==> config.mk <==
export PLATFORM = sky130hd
export DESIGN_NAME = store_unit
export DESIGN_NICKNAME = d
export VERILOG_FILES = /design/src/rtl/store_unit.sv
export SDC_FILE = /design/constraint.sdc
export NUM_CORES = 1
export LEC_CHECK = 0
export BUFFER_PORTS_ARGS = -buffer_cell sky130_fd_sc_hd__buf_2
export CAP_MARGIN = 25
export CELL_PAD_IN_SITES_DETAIL_PLACEMENT = 2
export CELL_PAD_IN_SITES_GLOBAL_PLACEMENT = 2
export CORE_ASPECT_RATIO = 1.2
export CORE_UTILIZATION = 32
export CTS_BUF_LIST = sky130_fd_sc_hd__clkbuf_4
export DETAILED_ROUTE_END_ITERATION = 10
export PLACE_DENSITY = 0.95
export SLEW_MARGIN = 20
export SYNTH_ARGS = -nofsm -noshare
export SYNTH_HDL_FRONTEND = slang
export SYNTH_SLANG_ARGS = --single-unit
export TNS_END_PERCENT = 50
==> constraint.sdc <==
create_clock -name clk -period 8.49 [get_ports clk]
set_input_delay 0.4245 -clock clk [delete_from_list [all_inputs] [get_ports clk]]
set_output_delay 0.4245 -clock clk [all_outputs]
set_load 0.01 [all_outputs]
==> src/rtl/store_unit.sv <==
// store_unit: uPOWER byte/half/word/doubleword store with split-beat memory writes
module store_unit (
  input  logic        clk,
  input  logic        rst_n,
  input  logic        store_valid,
  output logic        store_ready,
  input  logic [5:0]  opcode,
  input  logic [63:0] addr,
  input  logic [63:0] store_data,
  output logic        mem_req,
  output logic [63:0] mem_addr,
  output logic [63:0] mem_wdata,
  output logic [7:0]  mem_be,
  input  logic        mem_ack,
  output logic        store_done,
  output logic        store_err
);
  typedef enum logic [1:0] {IDLE, BEAT0, BEAT1} state_t;
  state_t state, state_nx;
  logic [5:0]   op_q;
  logic [63:0]  addr_q, data_q, base, data_mask;
  logic [3:0]   nb;
  logic [2:0]   off;
  logic [7:0]   lane_mask;
  logic [127:0] img_d;
  logic [15:0]  img_m;
  logic         split, accept, legal, last_ack;

  function automatic logic [3:0] op_bytes(input logic [5:0] op);
    return op == 6'd38 ? 4'd1 : op == 6'd44 ? 4'd2 : op == 6'd36 ? 4'd4 : op == 6'd62 ? 4'd8 : 4'd0;
  endfunction

  assign accept    = store_valid && store_ready;
  assign legal     = op_bytes(opcode) != 4'd0;
  assign nb        = op_bytes(op_q);
  assign off       = addr_q[2:0];
  assign base      = {addr_q[63:3], 3'b000};
  assign lane_mask = 8'hFF >> (4'd8 - nb);
  assign data_mask = 64'hFFFF_FFFF_FFFF_FFFF >> (7'd64 - {nb, 3'b000});
  assign img_d     = {64'd0, data_q & data_mask} << {off, 3'b000};
  assign img_m     = {8'd0, lane_mask} << off;
  assign split     = ({1'b0, off} + nb) > 4'd8;
  assign last_ack  = mem_ack && ((state == BEAT0 && !split) || state == BEAT1);

  // state register, request latch and one-cycle status pulses
  always_ff @(posedge clk or negedge rst_n) begin
    if (!rst_n) begin
      state      <= IDLE;
      op_q       <= '0;
      addr_q     <= '0;
      data_q     <= '0;
      store_done <= 1'b0;
      store_err  <= 1'b0;
    end else begin
      state      <= state_nx;
      store_done <= last_ack;
      store_err  <= accept && !legal;
      if (accept) begin
        op_q   <= opcode;
        addr_q <= addr;
        data_q <= store_data;
      end
    end
  end

  // next state: illegal opcodes never leave IDLE; second beat only when the store crosses a doubleword
  always_comb begin
    state_nx = state;
    case (state)
      IDLE:    state_nx = accept && legal ? BEAT0 : IDLE;
      BEAT0:   state_nx = mem_ack ? (split ? BEAT1 : IDLE) : BEAT0;
      BEAT1:   state_nx = mem_ack ? IDLE : BEAT1;
      default: state_nx = IDLE;
    endcase
  end

  // beat outputs decoded from state so they hold steady until ack and read zero when idle
  always_comb begin
    store_ready = state == IDLE;
    mem_req     = state != IDLE;
    mem_addr    = state == BEAT0 ? base : state == BEAT1 ? base + 64'd8 : 64'd0;
    mem_wdata   = state == BEAT0 ? img_d[63:0] : state == BEAT1 ? img_d[127:64] : 64'd0;
    mem_be      = state == BEAT0 ? img_m[7:0] : state == BEAT1 ? img_m[15:8] : 8'd0;
  end
endmodule

==> out/qor.txt, run 1 <==
SYNTH
----------------------------------------------------------------------------
Biggest area contributors in the synthesized netlist            sky130_fd_sc_hd__dfrtp_1, sky130_fd_sc_hd__nand2_1, sky130_fd_sc_hd__o21ai_0
Register area share after synthesis                                   0.3398
Cell type with the highest aggregate area in the netlist        sky130_fd_sc_hd__dfrtp_1
Count leader, synth                                             sky130_fd_sc_hd__nand2_1
Synth Instances                                                         1394
EDFF count, synth                                                          0
Register bit total from synthesis                                        138
Main synth FF type                                              sky130_fd_sc_hd__dfrtp_1
Post-synthesis compound-gate area fraction                            0.2204
Main combinational cell family by area after synthesis          simple AND/OR/NAND/NOR gates
Synthesized area                                                  10160 um^2
Synth async-reset ratio                                                1.000
Syn. warnings                                                              0
Mean post-synth cell area                                         7.291 um^2
Synth Area in Adders                                                0.009356
Top cells by instance count after synthesis                     sky130_fd_sc_hd__nand2_1, sky130_fd_sc_hd__dfrtp_1, sky130_fd_sc_hd__nor2_1, sky130_fd_sc_hd__clkbuf_1, sky130_fd_sc_hd__o21ai_0
Unique cell type count in the Yosys netlist                               82
Post-synthesis share of cell area spent on xor and xnor gates        0.04136
Synth Area in Simple Gates                                            0.3340
Top cell type's share of synthesized area                             0.3398
Fraction of synthesized area in multiplexers                        0.005171

ROUTE
----------------------------------------------------------------------------
Wire per inst                                                       26.88 um
Wire length on met1                                                 21030 um
Top Metal Used                                                          met5
Number of vias in the routed layout                                   12.53k
Antenna violation net count after detailed routing                         0
Average via count per standard cell                                    6.049
Post-detailed-route DRC marker count                                       0
Wire length reported by the detailed router                         55660 um
Initial drt markers                                                     1127
Met3 layer wire length in the routed design                          4012 um
Met2 Routed Length                                                  27970 um
First-pass iteration count of the detailed router                          9

PLACED DESIGN
----------------------------------------------------------------------------
Instance count after placement with tap cells included                  1988
Count of port buffers added during placement                             274
Final estimated routing congestion in global placement                0.9654
Sum of net half-perimeters after detailed placement                 39660 um

CRITICAL PATH
----------------------------------------------------------------------------
Critical path required time                                          8070 ps
CP Class                                                        flop to primary output
Element type at the critical path end                           primary output
Reg-to-reg startpoint                                               state[0]
Arrival time at the worst endpoint                                   4740 ps
Critical Path Start Type                                                flop
Worst setup startpoint                                               op_q[1]
Critical path fanouts, max                                                13

FLOORPLAN
----------------------------------------------------------------------------
Die boundary width                                                  164.7 um
I/O pin count                                                            278
Core area                                                         31270 um^2
Initial core utilization                                              0.3250
Placement row count                                                       71
DIE AREA                                                          32480 um^2
Chip Height                                                         197.2 um

CLOCK NETWORK
----------------------------------------------------------------------------
Root buffer cell                                                sky130_fd_sc_hd__clkbuf_4
Number of buffers on the longest clock path                                2
Total clock buffers created by CTS                                        17
Count of cells resized by post-cts repair                                  0
Post-CTS setup buffer count                                                0
Sink count of the clock tree                                             138
Hold bufs inserted after CTS                                              36
Clock latency on the worst-skew pair                                  630 ps
Clock-pin transition on the worst setup and hold timing paths         150 ps
Clock tree from TritonCTS                                                yes
Deepest level of the CTS H-tree                                            4

STA
----------------------------------------------------------------------------
Worst slew margin relative to its limit                               0.3068
Final cycle utilization of the critical path                          0.6081
Final hold slack                                                    2.749 ps
Number of failing setup endpoints in the final timing report               0
Hold Vio Cnt, Final                                                        0
Tmin final                                                           5163 ps
Fmax achieved                                                      193.7 MHz
Setup Total Neg Slack                                                   0 ps
Max Slew Vio Count                                                         0
RSZ-0062 raised after global routing                                      no
Slew at the pin closest to its max-slew limit                        1036 ps
Worst Clk Skew                                                      22.43 ps

FINAL LAYOUT
----------------------------------------------------------------------------
Total number of nets in the final design                                1800
Area growth, synth to finish                                          23.17%
Final cell count without fillers                                        2071
Share of cells above drive strength 1                                 0.2230

POWER
----------------------------------------------------------------------------
VDD IR max                                                          85.09 uV
Cell area power density                                         140.1 nW/um^2
Lkg Pwr                                                             5.771 nW
Power consumption                                                   1.754 mW

WORST HOLD PATH
----------------------------------------------------------------------------
Class of the tightest hold or removal check                     input pin to flop
Min-Delay Startpoint                                            store_data[13]

GRT
----------------------------------------------------------------------------
Maximum number of pins on one net before global-route repair             103
Total Routing Usage GR                                                0.3343
Global-route congestion overflow total                                     0
First-pass GRT wire length                                          81450 um
Initial antenna violation count                                            5
Vias in the first global route                                        13.33k

RUN STATUS
----------------------------------------------------------------------------
Result of the run                                               finished, final reports clean

RUN
----------------------------------------------------------------------------
Max Cap Viol                                                               0

-- worst paths after layout --
| kind | endpoint | slack [ps] | cells after the start |
|---|---|---|---|
| setup / recovery | mem_wdata[32] | 3330 | 9 |
| hold / removal | data_q[13] | 3 | 3 |
| setup reg to reg | data_q[28] | 5490 | 6 |
| hold reg to reg | addr_q[63] | 530 | 2 |
| max in group asynchronous | addr_q[61] | 6730 | 3 |
| min in group asynchronous | data_q[23] | 430 | 2 |
-- power by group --
group	switching, mW	internal [mW]	total, mW
Combinational	0.294	0.149	0.443
Clock	0.314	0.125	0.439
Sequential	0.141	0.731	0.872
Total	0.749	1.00	1.75
-- registers in the layout (all words and copies together), names as in the netlist --
signal	flops
op_q	6
state	2
data_q	64
addr_q	64
store_done	1
store_err	1
-- logic make-up (layout without fill, tap and decap cells) --
| group | after synthesis | in the layout |
|---|---|---|
| muxes | 5 | 5 |
| AOI/OAI and AO/OA | 323 | 323 |
| xor gates and xnor gates | 48 | 48 |
| and+or+nand+nor | 751 | 751 |
| DFF | 138 | 138 |
| adders and majority gates | 7 | 7 |
| other | 1 | 5 |
| buffers and inverters | 121 | 393 |
-- metal layers --
layer / global-route usage / vias up
li1: - / 5429
met1: 0.3877 / 6304
met2: 0.5836 / 639
met3: 0.06739 / 150
met4: 0.1570 / 6
met5: 0 / -
-- layout by cell type, fill, tap and decap left out, types with 5 or more instances in the layout --
cell	synthesis	routed
sky130_fd_sc_hd__or3_1	7	7
sky130_fd_sc_hd__a22o_1	12	12
sky130_fd_sc_hd__nor3_1	25	24
sky130_fd_sc_hd__nand4_1	24	24
sky130_fd_sc_hd__a22oi_1	29	29
sky130_fd_sc_hd__a21o_1	5	5
sky130_fd_sc_hd__nor4_1	10	10
sky130_fd_sc_hd__buf_2	9	274
sky130_fd_sc_hd__inv_1	22	22
sky130_fd_sc_hd__a32oi_1	10	10
sky130_fd_sc_hd__buf_4	6	16
sky130_fd_sc_hd__o221ai_1	15	15
sky130_fd_sc_hd__a32o_1	5	5
sky130_fd_sc_hd__ha_1	6	6
sky130_fd_sc_hd__o21ai_0	74	74
sky130_fd_sc_hd__dlygate4sd3_1	0	47
sky130_fd_sc_hd__nand2_1	479	478
sky130_fd_sc_hd__nor2b_1	7	6
sky130_fd_sc_hd__a221oi_1	16	16
sky130_fd_sc_hd__dfrtp_1	138	138
sky130_fd_sc_hd__and2_1	11	10
sky130_fd_sc_hd__xnor2_1	34	34
sky130_fd_sc_hd__nor3_2	4	5
sky130_fd_sc_hd__a21oi_1	51	51
sky130_fd_sc_hd__xor2_1	14	14
sky130_fd_sc_hd__o22ai_1	28	28
sky130_fd_sc_hd__a222oi_1	7	7
sky130_fd_sc_hd__and3_1	6	6
sky130_fd_sc_hd__nand3_2	6	6
sky130_fd_sc_hd__clkbuf_4	0	18
sky130_fd_sc_hd__nor2_1	98	97
sky130_fd_sc_hd__a221o_1	10	10
sky130_fd_sc_hd__a31oi_1	16	16
sky130_fd_sc_hd__a2bb2oi_1	7	7
sky130_fd_sc_hd__nor4_2	5	5
sky130_fd_sc_hd__nand3_1	34	34
-- through the flow --
stage,worst slack [ps],utilization,instance area (um^2)
after floorplan,5062,-,10170
after global placement,4257,0.3762,11760
after detailed placement,4132,0.3764,11770
after CTS,3452,0.3958,12380
after global routing,3236,0.4003,12520
final,3327,0.4003,12520
-- critical path, cell delays in order, from the launching register on --
cell and delay, ps:
sky130_fd_sc_hd__dfrtp_1 530, sky130_fd_sc_hd__or2_2 420, sky130_fd_sc_hd__or3_1 400, sky130_fd_sc_hd__ha_1 500, sky130_fd_sc_hd__or4_1 770, sky130_fd_sc_hd__and2_1 480
sky130_fd_sc_hd__a22oi_1 470, sky130_fd_sc_hd__o22a_1 270, sky130_fd_sc_hd__o21ai_0 120, sky130_fd_sc_hd__buf_2 170
-- layout make-up --
type,instances,area [um^2]
Inverter,22,82.58
Tap cell,401,501.7
Sequential cell,138,3453
Timing Repair Buffer,339,1993
Clock buffer,18,135.1
Multi-Input combinational cell,1137,6233
Fill cell,3698,18750
Clock inverter,14,113.9
Antenna cell,2,5.005
(Power assumes the default switching activity.)
==> run 2, diff against run 1 <==
--- a/config.mk
+++ b/config.mk
@@ -5,12 +5,13 @@
 export SDC_FILE = /design/constraint.sdc
 export NUM_CORES = 1
 export LEC_CHECK = 0
+export ABC_AREA = 1
 export BUFFER_PORTS_ARGS = -buffer_cell sky130_fd_sc_hd__buf_2
 export CAP_MARGIN = 25
 export CELL_PAD_IN_SITES_DETAIL_PLACEMENT = 2
 export CELL_PAD_IN_SITES_GLOBAL_PLACEMENT = 2
 export CORE_ASPECT_RATIO = 1.2
-export CORE_UTILIZATION = 32
+export CORE_UTILIZATION = 30
 export CTS_BUF_LIST = sky130_fd_sc_hd__clkbuf_4
 export DETAILED_ROUTE_END_ITERATION = 10
 export PLACE_DENSITY = 0.95
==> constraint.sdc (replaced) <==
create_clock -name clk -period 4.8 [get_ports clk]
set_input_delay 0.24 -clock clk [delete_from_list [all_inputs] [get_ports clk]]
set_output_delay 0.24 -clock clk [all_outputs]
set_load 0.01 [all_outputs]
==> run 2 against run 1 <==
The run now ends with design-rule violations left. Synthesized area grew 11%. Global-route usage grew 2.4 points. Clock power grew 120%. Worst hold slack gained 310 ps. Combinational power grew to 3.0 times the previous value. Worst setup slack lost 2700 ps. Synthesized cell count grew 20%. Register-to-register slack lost 3200 ps. First-iteration DRC count grew 20%. Sequential power grew 80%. Highest routed layer is now met4.
==> out/qor.txt, run 2 <==
POWER
-------------------------------------------------------------------------------------
Clock network power share                                                       0.248   -0.002
Lkg Pwr                                                                      7.005 nW   +21%
Cell area power density                                                  262.2 nW/um^2   +87%
Int Pwr                                                                      2.111 mW   +110%
VDD IR max                                                                   179.5 uV   +110%
Part of the total power dissipated in sequential elements                       0.407   -0.090
Power consumption                                                            3.848 mW   +120%
Net load switching power                                                     1.737 mW   +130%
Switching portion of total power                                               0.4515   +0.02443
Power share of the combinational group                                          0.345   +0.093

PLACED DESIGN
-------------------------------------------------------------------------------------
Instance count after placement with tap cells included                           2342   +18%
Final estimated routing congestion in global placement                         0.9969   +3.3%
Setup slack after placement                                                   1438 ps   -2695 ps
Instance area at placement                                                 12950 um^2   +10%
Count of port buffers added during placement                                      274   unchanged
Sum of net half-perimeters after detailed placement                          48650 um   +23%

FLOORPLAN
-------------------------------------------------------------------------------------
Die boundary width                                                           179.1 um   +8.7%
Chip Height                                                                  214.5 um   +8.8%
Placement row count                                                                77   +8.5%
DIE AREA                                                                   38410 um^2   +18%
I/O pin count                                                                     278   unchanged
Core area                                                                  37000 um^2   +18%
Initial core utilization                                                       0.3051   -0.01990

SYNTH
-------------------------------------------------------------------------------------
Synth Area in Simple Gates                                                     0.4409   +0.1069
Unique cell type count in the Yosys netlist                                        48   -41%
Synth Area in Adders                                                         0.008424   -0.0009323
Count leader, synth                                                      sky130_fd_sc_hd__nand3_1
Post-synthesis share of cell area spent on xor and xnor gates                 0.01086   -0.03050
EDFF count, synth                                                                   0   unchanged
Synth Instances                                                                  1673   +20%
Mean post-synth cell area                                                  6.747 um^2   -7.5%
Fraction of synthesized area in multiplexers                                  0.06584   +0.06067
Syn. warnings                                                                       0   unchanged
Post-synthesis compound-gate area fraction                                    0.08324   -0.1371
Register area share after synthesis                                            0.3059   -0.03386
Synth async-reset ratio                                                         1.000   unchanged
Biggest area contributors in the synthesized netlist                     sky130_fd_sc_hd__dfrtp_1, sky130_fd_sc_hd__nand3_1, sky130_fd_sc_hd__nand2_1
Main combinational cell family by area after synthesis                   simple AND/OR/NAND/NOR gates
Synthesized area                                                           11290 um^2   +11%
Register bit total from synthesis                                                 138   unchanged
Top cell type's share of synthesized area                                      0.3059   -0.03386
Main synth FF type                                                       sky130_fd_sc_hd__dfrtp_1
Cell type with the highest aggregate area in the netlist                 sky130_fd_sc_hd__dfrtp_1
Top cells by instance count after synthesis                              sky130_fd_sc_hd__nand3_1, sky130_fd_sc_hd__nand2_1, sky130_fd_sc_hd__nor2_1, sky130_fd_sc_hd__dfrtp_1, sky130_fd_sc_hd__inv_1

GRT
-------------------------------------------------------------------------------------
Met3 Use GR                                                                   0.05621   -0.01119
Met2 routing resource usage after global routing                               0.6350   +0.05144
First-pass GRT wire length                                                  101300 um   +24%
Maximum number of pins on one net before global-route repair                       87   -16%
Initial antenna violation count                                                     3   -2
Total Routing Usage GR                                                         0.3583   +0.02400
Global-route congestion overflow total                                              0   unchanged
Met1 GRT Util                                                                  0.3877   about the same
Vias in the first global route                                                 16.16k   +21%
Most Used Layer, Global Route                                                    met2

FINAL LAYOUT
-------------------------------------------------------------------------------------
Post-layout instance area                                                  14680 um^2   +17%
Share of cells above drive strength 1                                          0.2221   -0.0009628
Final cell count without fillers                                                 2517   +22%
Area growth, synth to finish                                                   30.03%
Total number of nets in the final design                                         2172   +21%
Most frequent standard cell in the layout excluding fill and tap cells   sky130_fd_sc_hd__nand3_1
Leading registers by flop count                                          addr_q (64), data_q (64), op_q (6)
Finished Core Util                                                             0.3967   -0.003582
Most frequent cells in the layout                                        sky130_fd_sc_hd__nand3_1, sky130_fd_sc_hd__nand2_1, sky130_fd_sc_hd__buf_2

STA
-------------------------------------------------------------------------------------
Worst Clk Skew                                                               35.01 ps   +12.58 ps
Number of failing setup endpoints in the final timing report                        0   unchanged
Final hold slack                                                             312.1 ps   +309.3 ps
Setup Total Neg Slack                                                            0 ps   unchanged
RSZ-0062 raised after global routing                                               no
Final cycle utilization of the critical path                                   0.8746
Slew at the pin closest to its max-slew limit                                 1133 ps   +96.96 ps
Tmin final                                                                    4198 ps
Max Slew Vio Count                                                                  0   unchanged
Fmax achieved                                                               238.2 MHz
Worst slew margin relative to its limit                                        0.2389   -0.06790
Crit path setup slack, layout                                                601.8 ps   -2726 ps
Hold Vio Cnt, Final                                                                 0   unchanged

RUN
-------------------------------------------------------------------------------------
Max Cap Viol                                                                        0   unchanged

ROUTE
-------------------------------------------------------------------------------------
Number of vias in the routed layout                                            14.81k   +18%
First-pass iteration count of the detailed router                                   9   unchanged
Post-detailed-route DRC marker count                                               36   +36
Initial drt markers                                                              1353   +20%
Average via count per standard cell                                             5.884   -2.7%
Wire per inst                                                                27.29 um   +1.5%
Antenna violation net count after detailed routing                                  0   unchanged
Wire length reported by the detailed router                                  68700 um   +23%

CLOCK NETWORK
-------------------------------------------------------------------------------------
Sink count of the clock tree                                                      138   unchanged
Deepest level of the CTS H-tree                                                     4   unchanged
Total clock buffers created by CTS                                                 17   unchanged
Number of buffers on the longest clock path                                         2   unchanged
Clock latency on the worst-skew pair                                           700 ps   +70 ps
Root buffer cell                                                         sky130_fd_sc_hd__clkbuf_4
Count of cells resized by post-cts repair                                           0   unchanged
Clock-pin transition on the worst setup and hold timing paths                  190 ps   +40 ps
Clock tree from TritonCTS                                                         yes

CRITICAL PATH
-------------------------------------------------------------------------------------
Critical Path Start Type                                                         flop
Critical path fanouts, max                                                         20   +7
Arrival time at the worst endpoint                                            3960 ps   -780 ps
Most frequent cell on the critical path                                  sky130_fd_sc_hd__nand3_1
Cell-by-cell trace of the critical path                                  nor2_2 > nand2_1 > nor2_1 > inv_1 > ha_1 > buf_4 > nand2_1 > inv_1 > nand4_1 > nand3_1 > nand3_1 > nand3_1 > buf_2
Cell at the slowest stage of the critical path                           sky130_fd_sc_hd__inv_1
Element type at the critical path end                                    primary output
CP Class                                                                 flop to primary output
Critical path required time                                                   4560 ps   -3510 ps
Slowest Stage Delay on Critical Path                                           650 ps   -120 ps

WORST HOLD PATH
-------------------------------------------------------------------------------------
Class of the tightest hold or removal check                              input pin to flop

RUN STATUS
-------------------------------------------------------------------------------------
Result of the run                                                        finished, violations left
Failing checks                                                           design-rule violations

==> run 2: cell count changes in the layout (fill, tap and decap cells not counted), sizes merged, moves of 29 or more <==
| cell | change |
|---|---|
| inv | +90 |
| dlygate4sd3 | +92 |
| a22oi | -29 |
| nor2 | +77 |
| xnor2 | -33 |
| nand4 | +84 |
| nand2 | -135 |
| nand3 | +332 |
| mux2 | +64 |
==> run 2: path summary, 6_finish.rpt <==
kind | start | cells past startpoint | slack, ps | to
worst min-delay path | addr[11] | 3 | 310 | addr_q[11]
worst max-delay path | op_q[3] | 13 | 600 | mem_wdata[14]
min in group asynchronous | rst_n | 3 | 590 | addr_q[53]
max in group asynchronous | rst_n | 4 | 2880 | data_q[19]
worst min register to register | op_q[1] | 2 | 570 | op_q[1]
worst max register to register | state[0] | 4 | 2330 | data_q[22]
==> run 2: cell families after synthesis <==
group	after synthesis
and+or+nand+nor	1055
buffers and inverters	217
AOI/OAI and AO/OA	175
DFF	138
muxes	66
xor gates and xnor gates	14
adders and majority gates	7
other	1
==> run 2: power groups by stage <==
stage | Sequential [mW] | Combinational (mW) | Clock [mW]
2_1_floorplan | 1.43 | 0.791 | 0
3_3_place_gp | 1.56 | 1.12 | 0
3_5_place_dp | 1.57 | 1.17 | 0
4_1_cts | 1.54 | 1.26 | 0.966
5_1_grt | 1.57 | 1.42 | 1.02
6_report | 1.57 | 1.33 | 0.956
==> run 2: timing repair <==
action	CTS	global route
hold endpoints to repair	205	0
hold buffers	139	0
buffers inserted	0	0
==> run 2: layout make-up <==
type	count	area, um^2
antenna	3	7.507
clock buffer	17	127.6
clock inverter	15	190.2
fill	4416	22320
inverter	114	429.2
multi-input combinational	1320	6904
sequential	138	3456
tap	474	593.1
timing repair buffer	436	2970
==> run 2: worst max-delay path, delay by kind of cell, from the launching register on <==
family,cells,cell delay (ps)
and+or+nand+nor,8,1410
DFF,1,440
adders and majority gates,1,290
buffers and inverters,4,1150
==> run 2: routing by layer <==
metal / vias up / routed length (um)
met5: - / 0
met4: 0 / 5000
met3: 234 / 4179
met2: 743 / 34760
met1: 7367 / 24760
li1: 6466 / -
==> run 3, diff against run 2 <==
--- a/config.mk
+++ b/config.mk
@@ -10,12 +10,12 @@
 export CAP_MARGIN = 25
 export CELL_PAD_IN_SITES_DETAIL_PLACEMENT = 2
 export CELL_PAD_IN_SITES_GLOBAL_PLACEMENT = 2
-export CORE_ASPECT_RATIO = 1.2
+export CORE_ASPECT_RATIO = 1.25
 export CORE_UTILIZATION = 30
 export CTS_BUF_LIST = sky130_fd_sc_hd__clkbuf_4
 export DETAILED_ROUTE_END_ITERATION = 10
 export PLACE_DENSITY = 0.95
-export SLEW_MARGIN = 20
+export SLEW_MARGIN = 10
 export SYNTH_ARGS = -nofsm -noshare
 export SYNTH_HDL_FRONTEND = slang
 export SYNTH_SLANG_ARGS = --single-unit
==> run 3 against run 2 <==
The run now ends clean. Global-route usage up 0.95 points. Design area decreased by 0.11%. Maximum frequency shrank 5.1%. Critical path type unchanged. Largest cell class unchanged. Highest routed layer is now met5.
==> out/qor.txt, run 3 (synthesized netlist as in run 2, its figures left out) <==
STA
-------------------------------------------------------------------------------------
Final cycle utilization of the critical path                                   0.9215   +0.04692
Worst Clk Skew                                                               56.72 ps   +21.71 ps
Setup Total Neg Slack                                                            0 ps   unchanged
Fmax achieved                                                               226.1 MHz   -5.1%
Number of failing setup endpoints in the final timing report                        0   unchanged
Crit path setup slack, layout                                                376.6 ps   -225.2 ps
Final hold slack                                                             176.8 ps   -135.2 ps
Tmin final                                                                    4423 ps   +225.2 ps
Worst slew margin relative to its limit                                        0.2671   +0.02824
Max Slew Vio Count                                                                  0   unchanged
Hold Vio Cnt, Final                                                                 0   unchanged
RSZ-0062 raised after global routing                                               no
Slew at the pin closest to its max-slew limit                                 1091 ps   -42.04 ps

POWER
-------------------------------------------------------------------------------------
Switching portion of total power                                               0.4791   +0.02758
Power share of the combinational group                                          0.351   +0.006
Cell area power density                                                  258.8 nW/um^2   -1.3%
Power consumption                                                            3.794 mW   -1.4%
Part of the total power dissipated in sequential elements                       0.411   +0.004
Int Pwr                                                                      1.976 mW   -6.4%
Net load switching power                                                     1.818 mW   +4.6%
Clock network power share                                                       0.237   -0.011
Lkg Pwr                                                                      6.992 nW   -0.18%
VDD IR max                                                                   118.8 uV   -34%

CLOCK NETWORK
-------------------------------------------------------------------------------------
Root buffer cell                                                         sky130_fd_sc_hd__clkbuf_4
Deepest level of the CTS H-tree                                                     4   unchanged
Count of cells resized by post-cts repair                                           0   unchanged
Sink count of the clock tree                                                      138   unchanged
Number of buffers on the longest clock path                                         2   unchanged
Clock tree from TritonCTS                                                         yes
Clock-pin transition on the worst setup and hold timing paths                  190 ps   about the same
Hold bufs inserted after CTS                                                      138   -0.72%
Total clock buffers created by CTS                                                 17   unchanged
Clock latency on the worst-skew pair                                           690 ps   about the same
Post-CTS setup buffer count                                                         0   unchanged

PLACED DESIGN
-------------------------------------------------------------------------------------
Instance area at placement                                                 12990 um^2   +0.27%
Instance count after placement with tap cells included                           2354   +0.51%
Sum of net half-perimeters after detailed placement                          49650 um   +2.1%
Setup slack after placement                                                   1167 ps   -271.1 ps
Count of port buffers added during placement                                      274   unchanged
Final estimated routing congestion in global placement                         0.9768   -2.0%

GRT
-------------------------------------------------------------------------------------
Initial antenna violation count                                                     3   unchanged
Maximum number of pins on one net before global-route repair                       87   unchanged
Total Routing Usage GR                                                         0.3678   +0.009504
First-pass GRT wire length                                                  103900 um   +2.6%
Global-route congestion overflow total                                              0   unchanged
Vias in the first global route                                                 16.32k   +0.95%

FLOORPLAN
-------------------------------------------------------------------------------------
I/O pin count                                                                     278   unchanged
Die boundary width                                                           175.5 um   -2.0%
DIE AREA                                                                   38410 um^2   about the same
Chip Height                                                                  218.9 um   +2.0%
Placement row count                                                                79   +2.6%
Initial core utilization                                                       0.3037   -0.001397
Core area                                                                  37170 um^2   +0.46%

ROUTE
-------------------------------------------------------------------------------------
Antenna violation net count after detailed routing                                  0   unchanged
Wire length reported by the detailed router                                  69800 um   +1.6%
First-pass iteration count of the detailed router                                   6   -3
Number of vias in the routed layout                                            14.92k   +0.76%
Average via count per standard cell                                             5.908   +0.40%
Initial drt markers                                                              1128   -17%
Post-detailed-route DRC marker count                                                0   -100%
Wire per inst                                                                27.63 um   +1.3%

FINAL LAYOUT
-------------------------------------------------------------------------------------
Leading registers by flop count                                          addr_q (64), data_q (64), op_q (6)
Final cell count without fillers                                                 2526   +0.36%
Area of the multi-input gates                                               6904 um^2   unchanged
Most frequent standard cell in the layout excluding fill and tap cells   sky130_fd_sc_hd__nand3_1
Finished Core Util                                                             0.3945   -0.002254
Share of cells above drive strength 1                                          0.2227   +0.0005993
Area growth, synth to finish                                                   29.88%
Fill cell count                                                                  4482   +1.5%
Post-layout instance area                                                  14660 um^2   -0.11%
Most frequent cells in the layout                                        sky130_fd_sc_hd__nand3_1, sky130_fd_sc_hd__nand2_1, sky130_fd_sc_hd__buf_2
Register Area                                                               3456 um^2   unchanged
Total number of nets in the final design                                         2171   -0.046%

CRITICAL PATH
-------------------------------------------------------------------------------------
Critical path fanouts, max                                                         20   unchanged
CP Class                                                                 flop to primary output
Critical path required time                                                   4560 ps   about the same
Element type at the critical path end                                    primary output
Arrival time at the worst endpoint                                            4180 ps   +220 ps
Critical Path Start Type                                                         flop

RUN STATUS
-------------------------------------------------------------------------------------
Result of the run                                                        finished, final reports clean

WORST HOLD PATH
-------------------------------------------------------------------------------------
Class of the tightest hold or removal check                              input pin to asynchronous set/reset pin

RUN
-------------------------------------------------------------------------------------
Max Cap Viol                                                                        0   unchanged

## run 3: cell count changes in the layout (fill, tap and decap cells not counted), moves of 2 or more
cell                        before  now
sky130_fd_sc_hd__diode_2         3    1
sky130_fd_sc_hd__clkinv_4        4    0
sky130_fd_sc_hd__inv_8           2    6
sky130_fd_sc_hd__bufinv_16       3    0
sky130_fd_sc_hd__inv_6           3    6
sky130_fd_sc_hd__clkinv_8        0    2
## run 3: worst paths after layout
check / startpoint / to / slack [ps] / depth (start not counted)
worst min-delay path: rst_n / addr_q[63] / 180 / 2
worst max-delay path: op_q[3] / mem_wdata[19] / 380 / 14
max in group asynchronous: rst_n / data_q[41] / 3510 / 3
worst max register to register: addr_q[0] / store_done / 2270 / 6
min in group clk: store_data[14] / data_q[14] / 300 / 3
worst min register to register: op_q[1] / op_q[1] / 570 / 2
## run 3: worst max-delay path: stages (launching register included)
cell and delay (ps):
sky130_fd_sc_hd__dfrtp_1 440, sky130_fd_sc_hd__nor2_2 250, sky130_fd_sc_hd__nand2_1 80, sky130_fd_sc_hd__nor2_1 140, sky130_fd_sc_hd__inv_1 100, sky130_fd_sc_hd__ha_1 830
sky130_fd_sc_hd__nand2_1 110, sky130_fd_sc_hd__inv_1 690, sky130_fd_sc_hd__nand4_1 270, sky130_fd_sc_hd__nand3_1 200, sky130_fd_sc_hd__nand2_1 70, sky130_fd_sc_hd__nand2_1 70
sky130_fd_sc_hd__nand2_1 60, sky130_fd_sc_hd__nand2_1 80, sky130_fd_sc_hd__buf_2 130
## run 3: final cells by class
cell class,instances,share of cell area
timing repair buffer,435,0.2028
clock inverter,15,0.01092
tap,486,0.04147
clock buffer,17,0.008705
multi-input combinational,1320,0.4709
inverter,114,0.02927
sequential,138,0.2357
antenna,1,0.0001707
## run 3: metal layers
metal  vias to the layer above  GRT usage  part of all wire
met4                         4     0.2754             0.083
met2                       758     0.6693              0.51
li1                       6468          -                 -
met5                         -          0           0.00039
met3                       253    0.05769             0.053
met1                      7440     0.3800              0.35
## run 3: power by group through the flow
stage	registers, mW	clock network, mW	logic [mW]
after floorplan	1.43	0	0.791
after global placement	1.55	0	1.13
after detailed placement	1.56	0	1.18
after CTS	1.54	0.891	1.28
after global routing	1.57	0.954	1.43
final	1.56	0.900	1.33
